## config.mk

```make
export PLATFORM = sky130hd
export DESIGN_NAME = multi_task_scheduler_flat
export DESIGN_NICKNAME = d
export VERILOG_FILES = /design/src/rtl/multi_task_scheduler_if.sv /design/src/rtl/multi_task_scheduler.sv /design/src/flat_wrapper.sv
export SDC_FILE = /design/constraint.sdc
export NUM_CORES = 1
export LEC_CHECK = 0
export BUFFER_PORTS_ARGS = -buffer_cell sky130_fd_sc_hd__buf_2
export CAP_MARGIN = 20
export CORE_ASPECT_RATIO = 0.8
export CORE_MARGIN = 4
export CORE_UTILIZATION = 55
export CTS_CLUSTER_DIAMETER = 100
export DETAILED_ROUTE_END_ITERATION = 8
export GPL_ROUTABILITY_DRIVEN = 1
export PLACE_DENSITY = 0.8
export RECOVER_POWER = 50
export SETUP_SLACK_MARGIN = 0.15
export SYNTH_ARGS = -nofsm -noshare
export SYNTH_HDL_FRONTEND = slang
export SYNTH_SLANG_ARGS = --single-unit
```

## constraint.sdc

```tcl
create_clock -name clk -period 2 [get_ports clk]
set_input_delay 0.2 -clock clk [delete_from_list [all_inputs] [get_ports clk]]
set_output_delay 0.2 -clock clk [all_outputs]
set_load 0.02 [all_outputs]
```

## src/rtl/multi_task_scheduler_if.sv

```systemverilog
// Bundles the per-channel event, configuration and status lines of the task scheduler.
// The master drives events and configuration; the slave (the scheduler) returns task status.
interface multi_task_scheduler_if #(
   parameter int NUM_CH  = 4,
   parameter int TIMER_W = 8
);
   logic [NUM_CH-1:0]         event_in;
   logic [2*NUM_CH-1:0]       cfg_mode;
   logic [NUM_CH*TIMER_W-1:0] cfg_duration;
   logic [NUM_CH-1:0]         cfg_retrigger;
   logic [NUM_CH-1:0]         cancel;
   logic [NUM_CH-1:0]         task_active;
   logic [NUM_CH-1:0]         task_done;
   logic [NUM_CH-1:0]         trig_dropped;

   modport master (
      output event_in, cfg_mode, cfg_duration, cfg_retrigger, cancel,
      input  task_active, task_done, trig_dropped
   );

   modport slave (
      input  event_in, cfg_mode, cfg_duration, cfg_retrigger, cancel,
      output task_active, task_done, trig_dropped
   );
endinterface

```

## src/rtl/multi_task_scheduler.sv

```systemverilog
// Independent per-channel event-triggered task timers: each channel turns an edge or level
// on its event line into a fixed-length active window, with retrigger, drop and cancel handling.
//
// state  | meaning
// idle   | timer == 0, task_active low, a trigger with nonzero duration loads the timer
// active | timer  > 0, counts down; terminal count (timer == 1) ends the task with task_done
module multi_task_scheduler #(
   parameter int NUM_CH  = 4,
   parameter int TIMER_W = 8
) (
   input  logic                  clk,
   input  logic                  rst_n,
   multi_task_scheduler_if.slave bus
);

   localparam logic [1:0] MODE_RISE  = 2'b00;
   localparam logic [1:0] MODE_FALL  = 2'b01;
   localparam logic [1:0] MODE_LEVEL = 2'b10;
   localparam logic [1:0] MODE_BOTH  = 2'b11;

   logic [TIMER_W-1:0] timer_q [NUM_CH];
   logic [TIMER_W-1:0] timer_d [NUM_CH];
   logic [NUM_CH-1:0]  prev_q;
   logic [NUM_CH-1:0]  active_q, active_d;
   logic [NUM_CH-1:0]  done_q, done_d;
   logic [NUM_CH-1:0]  drop_q, drop_d;
   logic [NUM_CH-1:0]  trig;

   always_comb begin
      for (int i = 0; i < NUM_CH; i++) begin
         logic [1:0]         mode;
         logic [TIMER_W-1:0] dur;
         mode       = bus.cfg_mode[2*i +: 2];
         dur        = bus.cfg_duration[i*TIMER_W +: TIMER_W];
         timer_d[i] = timer_q[i];
         active_d[i] = active_q[i];
         done_d[i]  = 1'b0;
         drop_d[i]  = 1'b0;

         case (mode)
            MODE_RISE:  trig[i] = bus.event_in[i] & ~prev_q[i];
            MODE_FALL:  trig[i] = ~bus.event_in[i] & prev_q[i];
            MODE_LEVEL: trig[i] = bus.event_in[i];
            MODE_BOTH:  trig[i] = bus.event_in[i] ^ prev_q[i];
            default:    trig[i] = 1'b0;
         endcase

         if (bus.cancel[i]) begin
            timer_d[i]  = '0;
            active_d[i] = 1'b0;
         end else if (timer_q[i] == '0) begin
            if (trig[i] && dur != '0) begin
               timer_d[i]  = dur;
               active_d[i] = 1'b1;
            end
         end else if (trig[i] && bus.cfg_retrigger[i] && dur != '0) begin
            timer_d[i]  = dur;
            active_d[i] = 1'b1;
         end else begin
            // A level trigger while busy is simply re-presented later, so only edges count as dropped.
            drop_d[i]  = trig[i] && (mode != MODE_LEVEL) && !bus.cfg_retrigger[i];
            timer_d[i] = timer_q[i] - 1'b1;
            if (timer_q[i] == TIMER_W'(1)) begin
               active_d[i] = 1'b0;
               done_d[i]   = 1'b1;
            end
         end
      end
   end

   always_ff @(posedge clk or negedge rst_n) begin
      if (!rst_n) begin
         for (int i = 0; i < NUM_CH; i++) begin
            timer_q[i] <= '0;
         end
         prev_q   <= '0;
         active_q <= '0;
         done_q   <= '0;
         drop_q   <= '0;
      end else begin
         for (int i = 0; i < NUM_CH; i++) begin
            timer_q[i] <= timer_d[i];
         end
         prev_q   <= bus.event_in;
         active_q <= active_d;
         done_q   <= done_d;
         drop_q   <= drop_d;
      end
   end

   assign bus.task_active  = active_q;
   assign bus.task_done    = done_q;
   assign bus.trig_dropped = drop_q;

endmodule
```

## src/flat_wrapper.sv

```systemverilog
// flat-port wrapper written by rule: the top's interface ports become plain ports
module multi_task_scheduler_flat 
#(
   parameter int NUM_CH  = 4,
   parameter int TIMER_W = 8
)
  (clk, rst_n, bus_event_in, bus_cfg_mode, bus_cfg_duration, bus_cfg_retrigger, bus_cancel, bus_task_active, bus_task_done, bus_trig_dropped);
  multi_task_scheduler_if #(.NUM_CH(NUM_CH), .TIMER_W(TIMER_W)) bus_i ();
  input  logic clk;
  input  logic rst_n;
  input wire logic [$bits(bus_i.event_in)-1:0] bus_event_in;
  input wire logic [$bits(bus_i.cfg_mode)-1:0] bus_cfg_mode;
  input wire logic [$bits(bus_i.cfg_duration)-1:0] bus_cfg_duration;
  input wire logic [$bits(bus_i.cfg_retrigger)-1:0] bus_cfg_retrigger;
  input wire logic [$bits(bus_i.cancel)-1:0] bus_cancel;
  output wire logic [$bits(bus_i.task_active)-1:0] bus_task_active;
  output wire logic [$bits(bus_i.task_done)-1:0] bus_task_done;
  output wire logic [$bits(bus_i.trig_dropped)-1:0] bus_trig_dropped;
  assign bus_i.event_in = bus_event_in;
  assign bus_i.cfg_mode = bus_cfg_mode;
  assign bus_i.cfg_duration = bus_cfg_duration;
  assign bus_i.cfg_retrigger = bus_cfg_retrigger;
  assign bus_i.cancel = bus_cancel;
  assign bus_task_active = bus_i.task_active;
  assign bus_task_done = bus_i.task_done;
  assign bus_trig_dropped = bus_i.trig_dropped;
  multi_task_scheduler #(.NUM_CH(NUM_CH), .TIMER_W(TIMER_W)) u_core (.clk(clk), .rst_n(rst_n), .bus(bus_i));
endmodule
```

==> flow_metrics.env <==
export IMPL_setup_viol=0
export IMPL_netlist_area_sq_um=3290
export IMPL_synth_xor_area_share_pct=7.19
export IMPL_max_slew_margin_pct=17.8
export IMPL_hpwlAfterDp_um=5500
export IMPL_cts_tree="yes"
export IMPL_worst_pin_slew_ns=1.23
export IMPL_crit_family="compound AO/OA/AOI/OAI gates"
export IMPL_path_cells="ha_4, inv_2, mux4_2, a31o_4, o32ai_2"
export IMPL_grt_total_usage_pct=21.0
export IMPL_htreeDepth=2
export IMPL_gr_total_overflow=0
export IMPL_finalHoldViolCount=0
export IMPL_wirelength_um=7590
export IMPL_power_density_nw_per_um2=1320
export IMPL_synthCells=322
export IMPL_start_util_pct=58.6
export IMPL_min_from="bus_event_in[0]"
export IMPL_synth_ff_type="dfrtp_1"
export IMPL_clkTransAtPathRegs_ns=0.10
export IMPL_cts_sinks=48
export IMPL_status="complete, no violations"
export IMPL_syn_to_final_growth_pct=24.7
export IMPL_drv_cap=0
export IMPL_static_leakage_power_uw=0.00180
export IMPL_final_setup_tns_ns=0
export IMPL_fin_crit_ns=1.90
export IMPL_drcViolationCount=0
export IMPL_grt_pass1_wl_um=12400
export IMPL_crit_path_start_kind="register"
export IMPL_final_layout_size_suffix_gt1_share_pct=36.3
export IMPL_clockBufferDepth=2
export IMPL_synthAdderAreaFrac_pct=7.61
export IMPL_dieHeight_um=77.2
export IMPL_synth_compound_area_share_pct=18.2
export IMPL_portBuffers=65
export IMPL_gp_congestion=0.907
export IMPL_fp_dieW_um=94.4
export IMPL_ys_ff_latch=48
export IMPL_critPathMaxFanout=7
export IMPL_fillCellCount=411
export IMPL_async_flop_share_pct=100
export IMPL_grt_max_degree=28
export IMPL_synth_mux_area_share_pct=2.74
export IMPL_postSynthAreaPerCell_sq_um=10.2
export IMPL_synth_distinct_cells=54
export IMPL_worstSetupEndpointType="register"
export IMPL_slowest_stage="mux4_2"
export IMPL_drtIter0Drc=81
export IMPL_r2r_setup_slack_ns=0.10
export IMPL_vias=2720
export IMPL_fin_crit_sh_pct=94.9
export IMPL_r2r_start="u_core.prev_q[3]"
export IMPL_arrival_ns=2.12
export IMPL_path_class="reg -> reg"
export IMPL_vdd_drop_max_uv=629
export IMPL_worstReg2RegEnd="u_core.timer_q[2]"
export IMPL_synth_edf_count=0
export IMPL_hold_path_class="in -> reg"
export IMPL_path_buf_inv=1
export IMPL_num_antenna_cells=0
export IMPL_critPathMaxStageDelay_ns=0.53
export IMPL_synth_top_family_by_area="simple AND/OR/NAND/NOR gates"
export IMPL_clk_latency_ns=0.31
export IMPL_critPathRequiredTime_ns=2.22
export IMPL_ys_warn_count=0
export IMPL_rr_worst_depth=5
export IMPL_fin_util_pct=73.0
export IMPL_hold_path_end="u_core.prev_q[0]"
export IMPL_rsz0062_at_grt="true"
export IMPL_grt_pass1_vias=2669
export IMPL_io_pins=66
export IMPL_cts_root_buf="clkbuf_8"
export IMPL_rows=24
export IMPL_via_per_inst=5.70
export IMPL_nNetsFinal=472
export IMPL_core_area_sq_um=5620
export IMPL_die_area_sq_um=7290
export IMPL_worstHoldPathCells=1
export IMPL_antenna_left=0
export IMPL_final_max_slew_viol_count=0
export IMPL_drt_first_pass_iters=4
export IMPL_syn_num_nets=396
export IMPL_wire_per_inst_um=15.9
export IMPL_yosys_area_share_simple_pct=23.3
export IMPL_skew_ns=0.00846
export IMPL_numCtsBuffers=5
export IMPL_max_freq_mhz=527
export IMPL_antenna_found_initial=0
export IMPL_ys_seq_area_share_pct=36.5
-- cells by family after synthesis --
family	count (synthesis)
mux	4
xor+xnor	27
buf+inv	37
compound gates	63
fa+ha+maj	20
simple gates	123
flops	48
-- cells in the final DEF, fill, tap and decap left out, types with 3 or more instances in the layout --
master,count
xor2_1,12
nor2_1,12
buf_2,58
nand2_1,23
a21oi_2,3
nor4_4,3
nand3_1,3
o32ai_2,24
nand2_4,3
inv_1,25
nor3_1,10
nor4_1,9
buf_4,8
inv_2,4
nand2b_1,24
a21oi_1,10
mux4_2,4
nand3b_1,4
o21ai_4,4
xnor2_1,15
nand4_1,3
clkbuf_1,7
a22oi_1,3
clkbuf_8,5
and2_4,4
ha_1,18
nor3b_1,6
dfrtp_1,48
o311ai_1,4
-- report_power, final --
part	switching, uW	leakage [uW]	internal, uW	total (uW)
logic	1590	0.00112	1460	3050
clock network	351	0.0000541	371	722
registers	379	0.000629	1280	1660
total	2320	0.00180	3100	5420
-- Yosys cell counts, drive strengths merged (5+ instances only) --
cell	count	area (sq um)
nor2	13	51.3
nand2	27	104
dfrtp	48	1200
ha	20	250
nand3b	5	50.1
nor3b	8	60.1
xnor2	15	131
inv	29	109
clkbuf	5	18.8
a21oi	13	72.6
xor2	12	105
o21ai	6	41.3
nor4	13	133
nor3	11	60.1
nand2b	25	156
o32ai	24	308
-- registers in the layout, indices dropped and copies added, names as in the netlist --
| name | flops |
|---|---|
| u_core.prev_q | 4 |
| u_core.bus.task_done | 4 |
| u_core.bus.trig_dropped | 4 |
| u_core.bus.task_active | 4 |
| u_core.timer_q | 32 |
-- per-layer routing --
metal | global-route usage, % | vias to the layer above | share of wire [%]
met5 | 0 | - | 0
met4 | 5.92 | 0 | 1.3
met3 | 3.91 | 11 | 5.9
met2 | 33.1 | 80 | 49
met1 | 29.3 | 1309 | 44
li1 | - | 1320 | -
-- metrics by stage --
step / power (uW) / instance area [sq um] / hold WS, ns / setup WS [ns] / std cells
3_3_place_gp: 4280 / 3740 / 0.204 / 0.148 / 464
3_5_place_dp: 4370 / 3740 / 0.204 / 0.0981 / 464
6_report: 5420 / 4100 / 0.0480 / 0.101 / 477
5_1_grt: 5850 / 4100 / 0.0443 / 0.0347 / 477
4_1_cts: 5210 / 3940 / 0.0263 / 0.133 / 474
2_1_floorplan: 3700 / 3290 / -0.0956 / 0.215 / 322
-- cell type report --
type,instances,area (sq um),share of cell area [%]
Multi-Input combinational cell,237,2150,52.5
Sequential cell,48,1200,29.3
Timing Repair Buffer,77,429,10.5
Inverter,29,109,2.65
Tap cell,78,97.6,2.38
Clock buffer,5,68.8,1.68
Clock inverter,3,42.5,1.04
-- timing repair --
item / in CTS / in global routing
hold endpoints to repair: 21 / 0
setup endpoints to repair: 29 / 35
pin swaps: 6 / 18
resized for setup: 13 / 26
hold buffers: 1 / 0
setup buffers: 1 / 3
-- how the worst max path moves through the flow --
stage / slack (ns) / from / depth (start not counted) / end
after floorplan: 0.21 / u_core.prev_q[3] / 5 / u_core.timer_q[2]
after global routing: 0.03 / u_core.prev_q[3] / 7 / u_core.timer_q[0]
after global placement: 0.15 / u_core.prev_q[0] / 6 / u_core.timer_q[27]
after CTS: 0.13 / u_core.prev_q[3] / 5 / u_core.timer_q[5]
after detailed placement: 0.1 / u_core.prev_q[1] / 6 / u_core.timer_q[22]
final: 0.10 / u_core.prev_q[3] / 5 / u_core.timer_q[2]
No activity file was read; power rests on OpenSTA's default activity.
